**src/rtl/lzw_input_sequencer.sv**
```systemverilog
// ROM-to-LZW-core input sequencer: prefetches ROM words into a small FIFO and
// streams truncated symbols to the core, flagging the final one.
module lzw_input_sequencer #(
    parameter int DATA_WIDTH = 64,
    parameter int SYM_WIDTH  = 8,
    parameter int FIFO_DEPTH = 4,
    parameter int CNT_WIDTH  = 13
) (
    input  logic                  clk,
    input  logic                  rst_n,
    input  logic                  start,
    input  logic                  abort,
    output logic                  rom_cs,
    input  logic                  rom_valid,
    input  logic [DATA_WIDTH-1:0] rom_data,
    input  logic                  rom_eof,
    output logic                  sym_valid,
    output logic [SYM_WIDTH-1:0]  sym_data,
    output logic                  sym_last,
    input  logic                  sym_ready,
    output logic                  busy,
    output logic                  done,
    output logic [CNT_WIDTH-1:0]  sym_count,
    output logic                  err_wide
);

    localparam int PTR_W = (FIFO_DEPTH > 1) ? $clog2(FIFO_DEPTH) : 1;
    localparam logic [PTR_W:0]   DEPTH_C = (PTR_W + 1)'(FIFO_DEPTH);
    localparam logic [PTR_W:0]   CNT_1   = (PTR_W + 1)'(1);
    localparam logic [PTR_W:0]   CNT_2   = (PTR_W + 1)'(2);
    localparam logic [PTR_W-1:0] PTR_1   = PTR_W'(1);

    typedef enum logic [1:0] {IDLE, FETCH, DRAIN, DONE} state_t;

    state_t               state;
    logic [SYM_WIDTH-1:0] mem [FIFO_DEPTH];
    logic [PTR_W-1:0]     wr_ptr;
    logic [PTR_W-1:0]     rd_ptr;
    logic [PTR_W:0]       fifo_count;
    logic                 eof_seen;
    logic                 push;
    logic                 pop;
    logic                 upper_nz;

    // rom_cs looks only at the registered count, so a full FIFO never accepts
    // a word even when the head is popped on the same edge.
    assign rom_cs    = (state == FETCH) && rom_valid && (fifo_count < DEPTH_C);
    assign push      = rom_cs && !abort;
    // The last buffered entry is held back until eof tells us it is the final one.
    assign sym_valid = (fifo_count >= CNT_2) || ((fifo_count == CNT_1) && eof_seen);
    assign sym_last  = sym_valid && (fifo_count == CNT_1) && eof_seen;
    assign pop       = sym_valid && sym_ready && !abort;
    assign sym_data  = (fifo_count != '0) ? mem[rd_ptr] : '0;
    assign upper_nz  = |(rom_data >> SYM_WIDTH);

    always_ff @(posedge clk) begin
        if (push) begin
            mem[wr_ptr] <= rom_data[SYM_WIDTH-1:0];
        end
    end

    always_ff @(posedge clk or negedge rst_n) begin
        if (!rst_n) begin
            state      <= IDLE;
            wr_ptr     <= '0;
            rd_ptr     <= '0;
            fifo_count <= '0;
            eof_seen   <= 1'b0;
            busy       <= 1'b0;
            done       <= 1'b0;
            sym_count  <= '0;
            err_wide   <= 1'b0;
        end else if (abort) begin
            state      <= IDLE;
            wr_ptr     <= '0;
            rd_ptr     <= '0;
            fifo_count <= '0;
            eof_seen   <= 1'b0;
            busy       <= 1'b0;
            done       <= 1'b0;
        end else begin
            done <= 1'b0;

            if (push) begin
                wr_ptr <= wr_ptr + PTR_1;
                if (upper_nz) begin
                    err_wide <= 1'b1;
                end
            end
            if (pop) begin
                rd_ptr <= rd_ptr + PTR_1;
                if (sym_count != '1) begin
                    sym_count <= sym_count + CNT_WIDTH'(1);
                end
            end
            unique case ({push, pop})
                2'b10:   fifo_count <= fifo_count + CNT_1;
                2'b01:   fifo_count <= fifo_count - CNT_1;
                default: ;
            endcase

            unique case (state)
                IDLE: begin
                    if (start) begin
                        sym_count <= '0;
                        err_wide  <= 1'b0;
                        eof_seen  <= 1'b0;
                        busy      <= 1'b1;
                        state     <= FETCH;
                    end
                end
                FETCH: begin
                    if (!rom_valid && rom_eof) begin
                        eof_seen <= 1'b1;
                        state    <= DRAIN;
                    end
                end
                DRAIN: begin
                    if (fifo_count == '0) begin
                        busy  <= 1'b0;
                        done  <= 1'b1;
                        state <= DONE;
                    end
                end
                DONE: begin
                    state <= IDLE;
                end
                default: state <= IDLE;
            endcase
        end
    end

endmodule

```
**config.mk**
```make
export PLATFORM = sky130hd
export DESIGN_NAME = lzw_input_sequencer
export DESIGN_NICKNAME = d
export VERILOG_FILES = /design/src/rtl/lzw_input_sequencer.sv
export SDC_FILE = /design/constraint.sdc
export NUM_CORES = 1
export LEC_CHECK = 0
export ABC_AREA = 1
export CORE_MARGIN = 5
export CORE_UTILIZATION = 52
export CTS_BUF_LIST = sky130_fd_sc_hd__clkbuf_8
export CTS_CLUSTER_DIAMETER = 30
export DETAILED_ROUTE_END_ITERATION = 8
export PLACE_DENSITY = 0.95
export SLEW_MARGIN = 10
export SYNTH_ARGS = -nofsm -noshare
export SYNTH_HDL_FRONTEND = slang
export SYNTH_SLANG_ARGS = --single-unit
```
**constraint.sdc**
```tcl
create_clock -name clk -period 5.46 [get_ports clk]
set_clock_uncertainty 0.05 [all_clocks]
set_input_delay 1.638 -clock clk [delete_from_list [all_inputs] [get_ports clk]]
set_output_delay 1.638 -clock clk [all_outputs]
set_load 0.1 [all_outputs]
```
; ---- Word-level counts from Yosys, hierarchy flattened
; Memories as Yosys holds them, arrays and structs flattened.
; Cells that the tools add are included.
[totals]
regBits = 26
ram_bits = 32
output_inout_bits = 27
wordCells = 84
memories = 1
[mem_list]
columns = memory, words, width, rd, rd_clocked_by_memory_dff, write_ports, line
row1 = mem, 4, 8, 1, 0, 1, 36  ; logic [SYM_WIDTH-1:0] mem [FIFO_DEPTH];
[classes]
add_sub_neg = 5
magnitude_cmp = 2
n_eq_ne = 10
n_mux = 33
n_reduce_logical = 24
[ops]
columns = operator, count
row1 = $reduce_or 56->1, 1
row2 = $mux 13, 4
row3 = $mux 2, 8
row4 = $mux 1, 15
row5 = $add 13x1->13 const B, 1
row6 = $ne 13x13->1 const B, 1
row7 = $reduce_bool 3->1, 4
row8 = $logic_and 1x1->1, 9
row9 = $reduce_and 3->1, 3
row10 = $mux 8, 1
row11 = $pmux 2 s4, 1
row12 = $eq 2x2->1 const B, 3
row13 = $ne 3x3->1 const B, 2
row14 = $pmux 3 s2, 1
row15 = $add 2x1->2 const B, 2
row16 = $eq 2x1->1 const B, 2
row17 = $pmux 1 s2, 2
row18 = $reduce_bool 2->1, 2
row19 = $add 3x1->3 const B, 1
row20 = $eq 3x1->1 const B, 1
row21 = $ge 3x2->1 const B, 1
row22 = $logic_not 3->1, 1
row23 = $lt 3x3->1 const B, 1
row24 = $mux 3, 1
row25 = other kinds (5), 6

; ---- Logic depth before layout (Yosys ltp)
[logic_depth]
word_depth = 8
mapped_depth = 11
mapped_depth_nobuf = 10

; ---- Worst setup path after synthesis
; No wires, ideal clock.
[synth_timing]
path_type = in2out
startpoint = in rom_valid
endpoint = out rom_cs
arrival_ns = 2.475
required_time_ns = 3.772
setup_slack_ns = 1.297
stages = 2
path_buffers = 0
path_cell_list = inv_1 > nor3_4
[synth_between]
elab_chain_cells = 2
[synth_lines]
columns = element, line
row1 = "start, declared", 14  ; input logic rom_valid,
row2 = $logic_and 1x1->1 (2 in series), 47  ; assign rom_cs = (state == FETCH) && rom_valid && (fifo_count < DEPTH_C);
row3 = "end, declared", 13  ; output logic rom_cs,
; Every way passes these cells.

; ---- Worst setup path in the final report
[layout_timing]
startpoint = reg rd_ptr[1]
endpoint = out sym_data[4]
[layout_between]
elab_chain_cells = 2
[layout_lines]
columns = element, line
row1 = "start, declared", 38  ; logic [PTR_W-1:0] rd_ptr;
row2 = "start signal, assigned", 91  ; rd_ptr <= rd_ptr + PTR_1;
row3 = $mem_v2 4x8, -
row4 = $mux 8, 53  ; assign sym_data = (fifo_count != '0) ? mem[rd_ptr] : '0;
row5 = "end, declared", 18  ; output logic [SYM_WIDTH-1:0] sym_data,
; Every way passes these cells.

==> impl_metrics.yaml <==
global_routing:
  antenna_found_initial: 0
  grt_overflow: 0
  grt_max_degree: 19
  grt_pass1_vias: 2809
  grt_first_pass_wirelength_um: 12600
  track_usage: 0.213
sta:
  grt_setup_unrepaired: "no"
  post-route-period-util: 0.841
  drv_slew: 0
  setup_tns_ns: 0
  finalHoldViolCount: 0
  finalSetupViolCount: 0
  fin_ws_ns: 0.871
  period_needed_ns: 4.59
  fmax_mhz: 218
  worst_pin_slew_ns: 0.993
  slew_headroom: 0.336
yosys:
  synthSimpleGateAreaFrac: 0.268
  syn_inst: 362
  synthXorXnorAreaFrac: 0.0112
  syn_area_um2: 3140
  synth.distinct_cells: 34
  synthMuxAreaShare: 0
  avgSynthCellArea_um2: 8.68
  synth_fa_ha_area_frac: 0.0518
  synth_top_family_by_area: "simple AND/OR/NAND/NOR gates"
  ys_ff_latch: 58
  synth_fp_nets: 446
  synth-compound-area-share: 0.0884
  synth_warnings: 0
  synth_seq_area_share: 0.513
routing:
  via_count: 2843
  routedWlPerCell_um: 14.2
  drt_pass1_iterations: 5
  wirelength_um: 7720
  postRouteAntennaNets: 0
  route.detailed.drc: 0
  initialDrtViolationCount: 99
  viasPerCell: 5.25
clock_tree:
  cts_buffers: 9
  post-cts-setup-buffer-count: 0
  cts.sinks: 58
  clk_path_buf_depth: 2
  cts_tree: "built"
  cts-root-buf: "clkbuf_8"
  clkLatencyLatePin_ns: 0.33
  path_clk_slew_ns: 0.06
  h-tree-depth: 3
  ctsResizeCount: 0
  ctsHoldBuffers: 0
floorplan:
  die_width_um: 87.7
  die_area_um2: 7700
  fp.coreArea_um2: 5890
  num_rows: 28
  start_util: 0.534
  ios: 98
  die_h_um: 87.7
worst_setup_path:
  cp.required_ns: 3.77
  worst-setup-path-type: "register to output pin"
  crit_path_max_fanout: 9
  critPathMaxStageDelay_ns: 1.15
  worstSetupStartpointType: "register"
  r2r_slack_ns: 3.20
  crit_arrival_ns: 2.90
  cp_slowest_cell: "clkdlybuf4s50_1"
  cp-end-kind: "output pin"
  crit_chain: "clkinv_1, nor2_1, o21ai_0, a21oi_1, clkdlybuf4s50_1"
power_and_ir_drop:
  p_per_area_nw_per_um2: 443
  vdd_ir_drop_max_mv: 0.413
  p_total_w: 0.00193
  cellLeakagePower_nw: 1.74
placed_design:
  dpl.hpwl_um: 5690
  portBuffers: 97
  detailedPlace.worstSlack_ns: 1.10
  place_congestion: 0.850
  dp.cells: 526
layout:
  fill_cells: 404
  num_antenna_cells: 0
  drive_gt1_frac: 0.0685
  syn_to_final_growth_pct: 38.3
  finalNonFillerCells: 542
  final_nets: 546
status:
  outcome: "finished clean"
run:
  drv_cap: 0
hold_path:
  hold_class: "register to register"
==> final timing paths <==
check / startpoint / end / depth (start not counted)
worst max-delay path: rd_ptr[1]$_DFFE_PN0P_ / sym_data[4] / 5
worst min-delay path: eof_seen$_DFFE_PN0P_ / eof_seen$_DFFE_PN0P_ / 2
worst max register to register: state[1]$_DFFE_PN0P_ / mem[0][7]$_DFFE_PP_ / 6
worst min register to register: eof_seen$_DFFE_PN0P_ / eof_seen$_DFFE_PN0P_ / 2
max in group asynchronous: rst_n / wr_ptr[0]$_DFFE_PN0P_ / 2
min in group asynchronous: rst_n / sym_count[10]$_DFFE_PN0N_ / 1
==> metrics by stage <==
step	hold slack [ns]	cell area, µm²	utilization
after detailed placement	0.445	4140	0.703
after floorplan	0.403	3140	-
final	0.484	4350	0.738
after global routing	0.532	4350	0.738
after global placement	0.422	4140	0.703
after CTS	0.459	4350	0.738
==> critical path: cells and delay by family, from the launching register on <==
family	cells	cell delay, ns
buffers and inverters	2	1.54
flip-flops	1	0.55
AO/OA/AOI/OAI	2	0.26
AND/OR/NAND/NOR	1	0.21
==> final cells by class <==
cell class | instances | area [µm²] | area share
Sequential cell | 58 | 1610 | 0.371
Clock inverter | 7 | 83.8 | 0.0193
Timing Repair Buffer | 98 | 976 | 0.225
Clock buffer | 9 | 124 | 0.0285
Inverter | 36 | 138 | 0.0317
Tap cell | 75 | 93.8 | 0.0216
Multi-Input combinational cell | 259 | 1320 | 0.303
==> per-layer routing <==
metal | wire length [µm] | global-route usage | vias up | part of all wire
met4 | 161 | 0.0879 | 0 | 0.021
met3 | 636 | 0.0480 | 22 | 0.082
met2 | 3990 | 0.382 | 135 | 0.52
met1 | 2940 | 0.243 | 1300 | 0.38
li1 | - | - | 1386 | -
met5 | 0 | 0 | - | 0
==> synth_stat cells (all sizes together) <==
cell | count | share of area
clkbuf | 1 | 0.0012
nand3 | 10 | 0.020
nand4 | 7 | 0.021
a21oi | 15 | 0.024
ha | 13 | 0.052
nor3 | 3 | 0.0084
edfxtp | 32 | 0.31
clkinv | 1 | 0.0012
o21ai | 35 | 0.057
nand2 | 60 | 0.080
xor2 | 2 | 0.0056
dfrtp | 26 | 0.21
buf | 8 | 0.022
xnor2 | 2 | 0.0056
a22o | 1 | 0.0028
nor2 | 107 | 0.14
nor3b | 2 | 0.0048
o31ai | 2 | 0.0048
inv | 35 | 0.043
==> kinds of logic after synthesis <==
kind of cell,count (synthesis)
AO/OA/AOI/OAI,53
AND/OR/NAND/NOR,189
adder cells (fa/ha/maj),13
buffers and inverters,45
flip-flops,58
XOR/XNOR,4
==> power by group <==
part	internal (W)	leakage, nW	total, W	switching [W]
clock	0.000251	0.102	0.000416	0.000165
sequential	0.000510	0.640	0.000572	0.0000617
combinational	0.000251	0.994	0.000939	0.000688
total	0.00101	1.74	0.00193	0.000914
==> sequential cells by signal (all words and copies together), names as in the netlist <==
name,count
busy,1
state,2
wr_ptr,2
mem,32
eof_seen,1
fifo_count,3
done,1
err_wide,1
sym_count,13
rd_ptr,2
==> cell usage in the layout, fill, tap and decap left out, types with 2 or more instances in the layout <==
cell             netlist  layout
clkdlybuf4s50_1        0      96
nor2_4                 2       2
nor3_1                 2       2
o31ai_1                2       2
nand3_1                9       9
o21ai_0               26      26
clkbuf_8               0       9
clkinv_1               1       4
nor2_2                 3       3
buf_4                  1       2
dfrtp_1               26      26
o21ai_1                8       8
a21oi_1               15      15
nand4_1                5       5
ha_1                  13      13
nor3b_1                2       2
nand2_4                3       3
nand2_1               56      56
xor2_1                 2       2
nor2_1               102     102
inv_1                 32      32
bufinv_16              0       2
xnor2_1                2       2
edfxtp_1              32      32
inv_2                  2       2
Power figures use the tool's default switching activity.
